<file path="src/rtl/uart_pkg.sv">
// Shared types and helpers for the UART receive/transmit datapaths.
package uart_pkg;

    localparam int UART_WORD_W = 8;

    typedef enum logic [1:0] {
        IDLE,
        START,
        DATA,
        STOP
    } rx_state_t;

    typedef struct packed {
        logic eight;
        logic pen;
        logic ohel;
    } rx_cfg_t;

    // Error when the XOR over data and parity bit disagrees with the requested sense.
    function automatic logic parity_err(
        input logic [UART_WORD_W-1:0] data,
        input logic                   pbit,
        input rx_cfg_t                cfg
    );
        return cfg.pen & ((^data ^ pbit) != cfg.ohel);
    endfunction

endpackage

</file>
<file path="src/rtl/uart_rx_frame_ctrl_if.sv">
// Host-side result/handshake bundle of the UART receive controller.
interface uart_rx_frame_ctrl_if;
    import uart_pkg::*;

    logic [UART_WORD_W-1:0] rx_data;
    logic                   rxrdy;
    logic                   perr;
    logic                   ferr;
    logic                   ovf;
    logic                   busy;
    logic                   rd_ack;

    modport master (
        output rx_data, rxrdy, perr, ferr, ovf, busy,
        input  rd_ack
    );

    modport slave (
        input  rx_data, rxrdy, perr, ferr, ovf, busy,
        output rd_ack
    );

endinterface

</file>
<file path="src/rtl/uart_bit_timer.sv">
// Load/reload down-counter; btu marks the clock where the count has reached zero.
module uart_bit_timer #(
    parameter int DIV_W = 19
) (
    input  logic             clk,
    input  logic             srst,
    input  logic             load,
    input  logic [DIV_W-1:0] load_val,
    input  logic             en,
    input  logic [DIV_W-1:0] reload_val,
    output logic             btu
);

    logic [DIV_W-1:0] cnt_reg;

    always_ff @(posedge clk) begin
        if (srst) begin
            cnt_reg <= '0;
        end else if (load) begin
            cnt_reg <= load_val;
        end else if (en) begin
            cnt_reg <= (cnt_reg == '0) ? reload_val : cnt_reg - DIV_W'(1);
        end
    end

    assign btu = en && (cnt_reg == '0);

endmodule

</file>
<file path="src/rtl/uart_rx_frame_ctrl.sv">
// UART receive sequencer: start detection, mid-bit sampling, word assembly,
// parity/framing checks and a host ready/ack handshake with overflow flag.
module uart_rx_frame_ctrl
    import uart_pkg::*;
#(
    parameter int DIV_W = 19
) (
    input  logic                    clk,
    input  logic                    reset,
    input  logic                    rx,
    input  logic [DIV_W-1:0]        baud_div,
    input  logic                    eight,
    input  logic                    pen,
    input  logic                    ohel,
    uart_rx_frame_ctrl_if.master    host
);

    rx_state_t              state_reg;
    rx_cfg_t                cfg_reg;
    logic [3:0]             bitcnt_reg;
    logic [8:0]             sreg_reg;
    logic                   done_reg;
    logic                   stop_reg;
    logic                   busy_reg;
    logic [UART_WORD_W-1:0] data_reg;
    logic                   rxrdy_reg;
    logic                   perr_reg;
    logic                   ferr_reg;
    logic                   ovf_reg;

    logic                   btu;
    logic                   timer_load;
    logic                   timer_en;
    logic [DIV_W-1:0]       half_div;
    logic [DIV_W-1:0]       full_div;
    logic [3:0]             shift_n;
    logic [8:0]             aligned;
    logic [UART_WORD_W-1:0] word;
    logic                   pbit;

    assign timer_load = (state_reg == IDLE) && !rx;
    assign timer_en   = (state_reg != IDLE);
    assign half_div   = (baud_div >> 1) - DIV_W'(1);
    assign full_div   = baud_div - DIV_W'(1);

    uart_bit_timer #(.DIV_W(DIV_W)) u_timer (
        .clk        (clk),
        .srst       (reset),
        .load       (timer_load),
        .load_val   (half_div),
        .en         (timer_en),
        .reload_val (full_div),
        .btu        (btu)
    );

    // Bits enter at the MSB, so after N shifts the frame sits in the top N bits.
    assign shift_n = 4'd7 + {3'b000, cfg_reg.eight} + {3'b000, cfg_reg.pen};
    assign aligned = sreg_reg >> (4'd9 - shift_n);
    assign word    = cfg_reg.eight ? aligned[7:0] : {1'b0, aligned[6:0]};
    assign pbit    = cfg_reg.eight ? aligned[8] : aligned[7];

    always_ff @(posedge clk) begin
        if (reset) begin
            state_reg  <= IDLE;
            cfg_reg    <= '0;
            bitcnt_reg <= '0;
            sreg_reg   <= '0;
            done_reg   <= 1'b0;
            stop_reg   <= 1'b0;
            busy_reg   <= 1'b0;
            data_reg   <= '0;
            rxrdy_reg  <= 1'b0;
            perr_reg   <= 1'b0;
            ferr_reg   <= 1'b0;
            ovf_reg    <= 1'b0;
        end else begin
            done_reg <= 1'b0;
            case (state_reg)
                IDLE: begin
                    if (!rx) begin
                        state_reg <= START;
                        busy_reg  <= 1'b1;
                        cfg_reg   <= '{eight, pen, ohel};
                    end
                end
                START: begin
                    if (btu) begin
                        if (rx) begin
                            state_reg <= IDLE;
                            busy_reg  <= 1'b0;
                        end else begin
                            state_reg  <= DATA;
                            bitcnt_reg <= '0;
                        end
                    end
                end
                DATA: begin
                    if (btu) begin
                        sreg_reg   <= {rx, sreg_reg[8:1]};
                        bitcnt_reg <= bitcnt_reg + 4'd1;
                        if (bitcnt_reg == shift_n - 4'd1) begin
                            state_reg <= STOP;
                        end
                    end
                end
                STOP: begin
                    // Re-arm at mid-stop; the word is published on the following edge.
                    if (btu) begin
                        stop_reg  <= rx;
                        done_reg  <= 1'b1;
                        state_reg <= IDLE;
                        busy_reg  <= 1'b0;
                    end
                end
                default: begin
                    state_reg <= IDLE;
                    busy_reg  <= 1'b0;
                end
            endcase

            if (done_reg) begin
                data_reg  <= word;
                perr_reg  <= parity_err(word, pbit, cfg_reg);
                ferr_reg  <= ~stop_reg;
                rxrdy_reg <= 1'b1;
                ovf_reg   <= rxrdy_reg & ~host.rd_ack;
            end else if (host.rd_ack && rxrdy_reg) begin
                rxrdy_reg <= 1'b0;
                perr_reg  <= 1'b0;
                ferr_reg  <= 1'b0;
                ovf_reg   <= 1'b0;
            end
        end
    end

    assign host.rx_data = data_reg;
    assign host.rxrdy   = rxrdy_reg;
    assign host.perr    = perr_reg;
    assign host.ferr    = ferr_reg;
    assign host.ovf     = ovf_reg;
    assign host.busy    = busy_reg;

endmodule
</file>
<file path="src/flat_wrapper.sv">
// flat-port wrapper written by rule: the top's interface ports become plain ports
module uart_rx_frame_ctrl_flat import uart_pkg::*;
#(
    parameter int DIV_W = 19
)
  (clk, reset, rx, baud_div, eight, pen, ohel, host_rx_data, host_rxrdy, host_perr, host_ferr, host_ovf, host_busy, host_rd_ack);
  uart_rx_frame_ctrl_if host_i ();
  input  logic clk;
  input  logic reset;
  input  logic rx;
  input  logic [DIV_W-1:0] baud_div;
  input  logic eight;
  input  logic pen;
  input  logic ohel;
  output wire logic [$bits(host_i.rx_data)-1:0] host_rx_data;
  output wire logic [$bits(host_i.rxrdy)-1:0] host_rxrdy;
  output wire logic [$bits(host_i.perr)-1:0] host_perr;
  output wire logic [$bits(host_i.ferr)-1:0] host_ferr;
  output wire logic [$bits(host_i.ovf)-1:0] host_ovf;
  output wire logic [$bits(host_i.busy)-1:0] host_busy;
  input wire logic [$bits(host_i.rd_ack)-1:0] host_rd_ack;
  assign host_rx_data = host_i.rx_data;
  assign host_rxrdy = host_i.rxrdy;
  assign host_perr = host_i.perr;
  assign host_ferr = host_i.ferr;
  assign host_ovf = host_i.ovf;
  assign host_busy = host_i.busy;
  assign host_i.rd_ack = host_rd_ack;
  uart_rx_frame_ctrl #(.DIV_W(DIV_W)) u_core (.clk(clk), .reset(reset), .rx(rx), .baud_div(baud_div), .eight(eight), .pen(pen), .ohel(ohel), .host(host_i));
endmodule
</file>
<file path="config.mk">
export PLATFORM = sky130hd
export DESIGN_NAME = uart_rx_frame_ctrl_flat
export DESIGN_NICKNAME = d
export VERILOG_FILES = /design/src/rtl/uart_pkg.sv /design/src/rtl/uart_rx_frame_ctrl_if.sv /design/src/rtl/uart_bit_timer.sv /design/src/rtl/uart_rx_frame_ctrl.sv /design/src/flat_wrapper.sv
export SDC_FILE = /design/constraint.sdc
export NUM_CORES = 1
export LEC_CHECK = 0
export CAP_MARGIN = 20
export CORE_UTILIZATION = 51
export DETAILED_ROUTE_END_ITERATION = 16
export PLACE_DENSITY_LB_ADDON = 0.05
export SETUP_SLACK_MARGIN = 0.5
export SYNTH_ARGS = -nofsm -noshare
export SYNTH_HDL_FRONTEND = slang
export SYNTH_SLANG_ARGS = --single-unit
</file>
<file path="constraint.sdc">
create_clock -name clk -period 3.4 [get_ports clk]
set_input_delay 0.51 -clock clk [delete_from_list [all_inputs] [get_ports clk]]
set_output_delay 0.51 -clock clk [all_outputs]
set_load 0.01 [all_outputs]
</file>
==> Word level (Yosys, flattened, before mapping) <==
Cells that the tools add are included.
{ "classes": {"eq_ne": 12, "n_reduce_logical": 19, "n_mul": 0, "n_shift": 1, "n_div": 0, "muxes": 27, "add_sub_neg": 8, "bitwise": 7, "magnitude_cmp": 0} }
{ "ops": {"columns": ["operator", "n"], "rows": [
  ["19-bit 2-to-1 mux", 3],
  ["19-bit by 1-bit subtractor with 19-bit output (second input constant)", 2],
  ["19-bit logical NOT", 1],
  ["18-bit by 1-bit subtractor with 19-bit output (second input constant)", 1],
  ["2-bit 2-to-1 mux", 6],
  ["4-bit 2-to-1 mux", 3],
  ["1-bit 2-to-1 mux", 11],
  ["5-bit AND reduction", 2],
  ["9-bit by 4-bit >> shifter with 9-bit output", 1],
  ["8-bit 2-to-1 mux", 1],
  ["2-bit by 1-bit != test with 1-bit output (second input constant)", 4],
  ["2-bit one-hot mux with 4 select lines", 1],
  ["4-bit one-hot mux with 2 select lines", 1],
  ["2-bit nonzero test", 4],
  ["8-bit XOR reduction", 1],
  ["2-bit != test (second input constant)", 3],
  ["2-bit AND reduction", 3],
  ["3-bit by 1-bit adder with 4-bit output (first input constant)", 1],
  ["4-bit by 1-bit adder with 4-bit output", 1],
  ["4-bit by 1-bit adder with 4-bit output (second input constant)", 1],
  ["2-bit equality test (second input constant)", 2],
  ["4-bit equality test", 1],
  ["1-bit NOT", 4],
  ["4-bit AND reduction", 1],
  ["12 further kinds", 15]
]} }
{ "word_totals": {"ramBits": 0, "output_inout_bits": 13, "memories": 0, "register_bits": 52, "latchBits": 0, "mem_bits_ro": 0} }

==> Depth between registers and ports, before layout <==
Gate-level depths: netlist of the first run.
{ "depth": {"word_depth": 10, "ltp_mapped": 14} }

==> By module <==
A second synthesis of the first run with hierarchy kept.
{ "hier_totals": {"cells_unflattened": 459, "hier_area_um2": 3747.3} }
{ "by_module_without_submodules": {"columns": ["module", "cells_each", "n_inst", "area_each_um2"], "rows": [
  ["uart_rx_frame_ctrl", 276, 1, 2309.7],
  ["uart_bit_timer", 183, 1, 1437.6]
]} }

==> Worst setup path after synthesis of the first run <==
OpenSTA, ideal clock, no wires.
{ "synth_timing": {"kind": "input-to-reg", "start": "input rx", "end": "register u_core.u_timer.cnt_reg[14]", "stages": 13, "setup_time_ns": 0.091, "setup_slack_ns": -0.042, "path_buffers": 4, "arrival_time_ns": 3.352, "path_cell_list": "or3_1 -> buf_6 -> buf_6 -> clkbuf_1 -> clkbuf_1 -> o21ai_0 -> ha_1 -> and2b_1 -> nand4b_1 -> a21oi_2 -> nand2_2 -> or4_1 -> a311oi_1"} }
{ "synth_between": {"elab_chain_cells": 3, "word_cells_on_any_way": 4, "cone_classes": "mux: 1; reduce/logical: 3"} }
{ "synth_lines": {"columns": ["element", "line", "source"], "rows": [
  ["start: declaration", "flat_wrapper.sv:10", "input logic rx;"],
  ["1-bit logical NOT (*)", "uart_rx_frame_ctrl.sv:41", "assign timer_load = (state_reg == IDLE) && !rx;"],
  ["1-bit logical AND (*)", "uart_rx_frame_ctrl.sv:41", null],
  ["19-bit 2-to-1 mux / 2-bit nonzero test (equally long branches)", null, null],
  ["end signal: assignment", "uart_bit_timer.sv:20", "cnt_reg <= load_val;"],
  ["end signal: assignment", "uart_bit_timer.sv:22", "cnt_reg <= (cnt_reg == '0) ? reload_val : cnt_reg - DIV_W'(1);"],
  ["end: declaration", "uart_bit_timer.sv:14", "logic [DIV_W-1:0] cnt_reg;"]
]} }
Mark *: on every way between the ends. The rest lies on a longest branch, timed or not.
A chain may end at the register's enable or synchronous reset.

==> Final worst setup path of the first run <==
{ "layout_timing": {"start": "register u_core.u_timer.cnt_reg[0]", "end": "register u_core.u_timer.cnt_reg[6]"} }
{ "layout_between": {"elab_chain_cells": 4, "word_cells_on_any_way": 5, "cone_classes": "add/sub: 1; mux: 3; reduce/logical: 1"} }
{ "layout_lines": {"columns": ["element", "line", "source"], "rows": [
  ["19-bit by 1-bit subtractor with 19-bit output / 19-bit logical NOT (equally long branches)", "uart_bit_timer.sv:22", null],
  ["19-bit 2-to-1 mux (*)", "uart_bit_timer.sv:22", null],
  ["19-bit 2-to-1 mux (*)", "uart_bit_timer.sv:21", "end else if (en) begin"],
  ["19-bit 2-to-1 mux (*)", "uart_bit_timer.sv:19", "end else if (load) begin"]
]} }
Mark *: on every way between the ends. The rest lies on a longest branch, timed or not. The select of a mux whose other input is x is not followed.

==> results_dict.tcl, run 1 <==
set metrics [dict create \
    status "completed" \
    die_h_um 82.85 \
    die_width_um 82.85 \
    worst_r2r_endpoint "u_core.u_timer.cnt_reg[6]" \
    worst_hold_path_type "reg -> reg" \
    port_buffers 38 \
    setup_ws_ns 0.3711 \
    period_share_pct 89.08 \
    hold_path.startpoint "u_core.sreg_reg[0]" \
    wl_per_cell_um 15.83 \
    antenna_cells 0 \
    io_pins 39 \
    worstHoldPathCells 2 \
    die_area_um2 6863 \
    place_inst 533 \
    yosys_warnings 0 \
    drive_gt1_share_pct 18.75 \
    yosysUniqueCellTypes 64 \
    synth-edff-count 0 \
    grt_start_max_net_pins 31 \
    synth_fp_nets 458 \
    synthTopCellsByCount "nor2_1 (66), nand2_1 (60), dfxtp_1 (52), a21oi_1 (33), clkbuf_1 (21)" \
    area.growth.synth_to_final_pct 25.86 \
    htree_levels 2 \
    dp_slack_ns 0.1249 \
    clkTransAtPathRegs_ns 0.10 \
    yosys-top-cells-area "dfxtp_1 (31%), nor2_1 (7.4%), nand2_1 (6.8%)" \
    syn_inst 427 \
    wl_met1_um 4145 \
    ys_seq_elements 52 \
    synth_area_leader_cell "dfxtp_1" \
    clock_latency_ns 0.30 \
    end_kind "flop" \
    slew_headroom_pct 54.25 \
    clockBufferDepth 2 \
    grt_pass1_wl_um 14230 \
    first_pass_iters 4 \
    arrival_ns 3.24 \
    hold_viol_final 0 \
    clock-sinks 52 \
    start_kind "flop" \
    rr_worst_depth 12 \
    syn_area_per_cell_um2 7.806 \
    critPathMaxFanout 4 \
    largest_register_ffs 19 \
    synth_top_area_share_pct 31.23 \
    drv_slew 0 \
    setup_tns_ns 0 \
    crit_path_max_incr_delay_ns 0.53 \
    rrSetupSlack_ns 0.37 \
    synth-main-ff-cell "dfxtp_1" \
    dp_hpwl_um 6089 \
    postCtsHoldBufs 0 \
    finalNetCount 510 \
    hold_slack_ns 0.4646 \
    r2r_start "u_core.u_timer.cnt_reg[0]" \
    routed_wirelength_um 8816 \
    ys_async_sr_fraction_pct 0 \
    antenna_found_initial 0 \
    gp_congestion 0.9119 \
    crit_slowest_cell "or4_4" \
    worstHoldEndpoint "u_core.sreg_reg[0]" \
    start_util_pct 52.79 \
    fmax_mhz 330.2 \
    ant_nets 0 \
    gr-total-overflow 0 \
    rows 29 \
    grt_pass1_vias 3086 \
    tightest_slew_ns 0.6853 \
    fin_worst_skew_ns 0.003651 \
    drv_cap 0 \
    crit_chain "or4_4, or4_4, nor3_4, a211o_1, o21ai_2, ha_2, and2b_1, nand4b_1, a21oi_2, buf_4, or2_0, a311oi_1" \
    cpMostUsedCell "or4_4" \
    syn_area_um2 3333 \
    tritoncts "yes" \
    core_um2 6314 \
    numCtsBuffers 5 \
    drtIter0Drc 308 \
    ir_drop_uv 314.7 \
    crit_type "reg -> reg" \
    remaining_drc_errors 0 \
    drt-vias-per-instance 6.000 \
    p_leak_nw 1.497 \
    vias 3342 \
    synth.most_common_cell "nor2_1" \
    root_buffer "clkbuf_8" \
    met3_length_um 469 \
    cp.required_ns 3.61 \
    finalSetupViolations 0 \
    fin_crit_ns 3.029 \
    top_layer_used "met4" \
    yosysSeqAreaShare_pct 31.23 \
    grt_usage_pct 25.02 \
    rsz0062_at_grt "true" \
    final_cells 557 \
    p_per_area_nw_per_um2 375.8 \
    route.met2.wl_um 4147 \
]
==> final cells by class <==
type	count	area, um2
inverter	7	26.28
fill	546	2118
clock inverter	2	16.27
timing repair buffer	74	684.4
clock buffer	6	72.57
sequential	52	1049
multi-input combinational	339	2251
tap	77	96.34
==> cell usage in the layout, fill, tap and decap left out, drive strengths merged, types with 3 or more instances in the layout <==
cell,count
buf,37
mux2,3
clkbuf,6
or2,4
nor2,66
a31oi,6
clkdlybuf4s50,36
nand3,10
ha,5
a311oi,8
o31ai,4
nand2,61
or4,5
inv,7
dfxtp,52
nor3,14
o22ai,4
nor4,8
mux2i,15
a211oi,9
nor3b,3
xnor2,12
xor2,6
mux4,5
o21ai,14
nand4,6
a21oi,34
a211o,3
or3,8
==> critical path, delay by kind of cell, from the launching register on <==
| family | cells | cell delay, ns |
|---|---|---|
| compound gates | 4 | 0.59 |
| simple gates | 6 | 1.66 |
| buf+inv | 1 | 0.15 |
| flops | 1 | 0.34 |
| fa+ha+maj | 1 | 0.19 |
==> per-layer routing <==
| layer | up-vias | global-route usage [%] |
|---|---|---|
| li1 | 1649 | - |
| met1 | 1588 | 34.49 |
| met2 | 101 | 40.16 |
| met3 | 4 | 3.976 |
| met4 | 0 | 7.994 |
| met5 | - | 0 |
==> cells by family after synthesis <==
logic type | synth area share, %
AND/OR/NAND/NOR | 28.23
buffers and inverters | 5.218
AO/OA/AOI/OAI | 19.44
adder cells (fa/ha/maj) | 1.877
XOR/XNOR | 4.730
multiplexers | 9.272
flip-flops | 31.23
==> worst max-delay path by stage <==
stage                               from                          to  slack, ns  cells past startpoint
5_1_grt        u_core.u_timer.cnt_reg[0]   u_core.u_timer.cnt_reg[6]       0.22                     12
6_report       u_core.u_timer.cnt_reg[0]   u_core.u_timer.cnt_reg[6]       0.37                     12
2_1_floorplan                         rx  u_core.u_timer.cnt_reg[14]       0.20                     13
4_1_cts        u_core.u_timer.cnt_reg[0]   u_core.u_timer.cnt_reg[6]       0.42                     12
3_3_place_gp                          rx  u_core.u_timer.cnt_reg[14]       0.21                     10
3_5_place_dp                          rx  u_core.u_timer.cnt_reg[14]       0.12                     12
==> report_power, final <==
group / leakage (nW) / switching [mW] / internal, mW
combinational: 1.03 / 0.290 / 0.244
clock: 0.0414 / 0.208 / 0.147
sequential: 0.426 / 0.0408 / 0.647
total: 1.50 / 0.539 / 1.04
==> stage by stage <==
stage               total power [mW]  util [%]  instance area [um2]
detailed placement             1.141     60.50                 3820
floorplan                      1.001         -                 3361
finish                         1.577     66.45                 4195
global route                   1.659     66.45                 4195
CTS                            1.521     62.82                 3966
global placement               1.132     60.50                 3820
==> repair_timing <==
| item | 4_1_cts | 5_1_grt |
|---|---|---|
| setup buffers | 6 | 10 |
| pin swaps | 4 | 15 |
| gates resized for setup | 5 | 31 |
| endpoints found under the setup margin | 7 | 20 |
Note: power is estimated with default switching activity, not from simulation.
==> run 2, diff against run 1 <==
--- a/config.mk
+++ b/config.mk
@@ -6,7 +6,8 @@
 export NUM_CORES = 1
 export LEC_CHECK = 0
 export CAP_MARGIN = 20
-export CORE_UTILIZATION = 51
+export CORE_UTILIZATION = 30
+export CTS_BUF_LIST = sky130_fd_sc_hd__clkbuf_16
 export DETAILED_ROUTE_END_ITERATION = 16
 export PLACE_DENSITY_LB_ADDON = 0.05
 export SETUP_SLACK_MARGIN = 0.5
==> run 2 against run 1 <==
Against the previous run: count of clock-buffer cells in the layout decreased by 1; power increased by 14%; sequential power decreased by 0.9%; critical path depth decreased by 3; worst hold slack got worse by 0.0039 ns; cell count increased by 10%; fmax increased by 3.2%; sequential cell count unchanged; largest power group unchanged.
==> results_dict.tcl, run 2 (synthesized netlist as in run 1, its figures left out) <==
set metrics [dict create \
    status "completed" \
    clockBufferDepth 2 \
    drive_gt1_share_pct 15.19 \
    remaining_drc_errors 0 \
    crit_type "in -> reg" \
    largest_register_ffs 19 \
    slew_headroom_pct 51.62 \
    grt_usage_pct 17.76 \
    clock_latency_ns 0.31 \
    setup_tns_ns 0 \
    grt_pass1_vias 3027 \
    drv_slew 0 \
    tightest_slew_ns 0.7247 \
    io_pins 39 \
    arrival_ns 3.16 \
    tritoncts "yes" \
    gr-total-overflow 0 \
    first_pass_iters 4 \
    finalNetCount 504 \
    finalSetupViolations 0 \
    port_buffers 38 \
    power_frac_seq_pct 38.0 \
    fmax_mhz 340.7 \
    p_leak_nw 1.491 \
    drv_cap 0 \
    gp_congestion 0.8033 \
    crit_chain "clkdlybuf4s50_1, or3_4, buf_12, nor2_1, a21oi_1, o22ai_1, nand3_2, or4_1, a311oi_2" \
    worst_hold_path_type "reg -> reg" \
    rows 38 \
    numCtsBuffers 5 \
    crit_slowest_cell "or4_1" \
    die_area_um2 11540 \
    ant_nets 0 \
    hold_viol_final 0 \
    p_int_mw 1.223 \
    antenna_found_initial 0 \
    p_per_area_nw_per_um2 425.8 \
    die_width_um 107.4 \
    period_share_pct 86.32 \
    core_um2 10840 \
    ir_drop_uv 211.5 \
    antenna_cells 0 \
    root_buffer "clkbuf_16" \
    area.growth.synth_to_final_pct 26.50 \
    crit_path_max_incr_delay_ns 0.58 \
    vias 3192 \
    mostFrequentLayoutCells "nor2_1 (66), nand2_1 (60), dfxtp_1 (49), clkdlybuf4s50_1 (37), a21oi_1 (33)" \
    p_sw_uw 572.0 \
    clock-sinks 52 \
    grt_pass1_wl_um 15730 \
    grt_start_max_net_pins 37 \
    clkTransAtPathRegs_ns 0.07 \
    start_util_pct 30.75 \
    routed_wirelength_um 9731 \
    cpLargestDelayFamily "simple AND/OR/NAND/NOR gates" \
    fin_crit_ns 2.935 \
    pwr-share-comb_pct 28.4 \
    drtIter0Drc 148 \
    wl_per_cell_um 15.85 \
    final_cells 614 \
    start_kind "primary input" \
    htree_levels 2 \
    end_kind "flop" \
    rsz0062_at_grt "true" \
    layout_commonest_cell "nor2_1" \
    die_h_um 107.4 \
    place_inst 596 \
    fin_worst_skew_ns 0.007285 \
    cp.required_ns 3.62 \
    crit_buf_inv 2 \
    clkPwrFrac_pct 33.6 \
    drt-vias-per-instance 5.199 \
    critPathMaxFanout 32 \
    dp_hpwl_um 6846 \
    sw_frac_of_total_pct 31.86 \
]
==> run 2: timing repair <==
item | CTS | global route
pin swaps | 12 | 9
hold buffers | 0 | 0
cloned | 0 | 1
resized for setup | 8 | 8
buffers inserted | 5 | 4
endpoints found under the hold margin | 0 | 0
endpoints found under the setup margin | 8 | 13
==> run 2: routing by layer <==
metal  wire, um  global-route usage (%)  vias to the layer above
li1           -                       -                     1629
met1       4953                   24.81                     1485
met2       4129                   26.50                       65
met3        453                   4.237                       13
met4        194                   6.164                        0
met5          0                       0                        -
==> run 2: worst min-delay path: stages (launching register included) <==
cell and delay (ns):
dfxtp_1 0.32, nand2_1 0.05, a21oi_1 0.05
==> run 2: area by class of cell <==
cell class                      count  area, um2
Tap cell                          140      175.2
Multi-Input combinational cell    339       2178
Clock inverter                      3      42.54
Sequential cell                    52       1047
Timing Repair Buffer               68      621.8
Clock buffer                        5      125.1
Inverter                            7      26.28
Fill cell                        1140       6624
==> run 2: final timing paths <==
path                                      to  slack (ns)                       from  cells past startpoint
setup / recovery  u_core.u_timer.cnt_reg[14]        0.47                         rx                      9
hold / removal            u_core.sreg_reg[0]        0.46         u_core.sreg_reg[0]                      2
setup reg to reg   u_core.u_timer.cnt_reg[6]        0.47  u_core.u_timer.cnt_reg[3]                     12
hold reg to reg           u_core.sreg_reg[0]        0.46         u_core.sreg_reg[0]                      2
==> run 2: power by group through the flow <==
stage / registers (mW) / clock network (mW) / logic [mW]
finish: 0.682 / 0.604 / 0.509
global route: 0.688 / 0.660 / 0.559
CTS: 0.681 / 0.634 / 0.493
detailed placement: 0.696 / 0 / 0.466
global placement: 0.696 / 0 / 0.468
floorplan: 0.686 / 0 / 0.315
==> run 2: per-stage QoR <==
step / setup slack [ns] / total power, mW / utilization (%) / hold WS, ns / area (um2)
detailed placement: 0.08167 / 1.163 / 36.08 / 0.4545 / 3911
global route: 0.3446 / 1.908 / 38.90 / 0.5057 / 4217
floorplan: 0.2034 / 1.001 / - / 0.4289 / 3361
CTS: 0.3197 / 1.808 / 38.25 / 0.4649 / 4146
finish: 0.4651 / 1.795 / 38.90 / 0.4607 / 4217
global placement: 0.1343 / 1.164 / 36.08 / 0.4486 / 3911
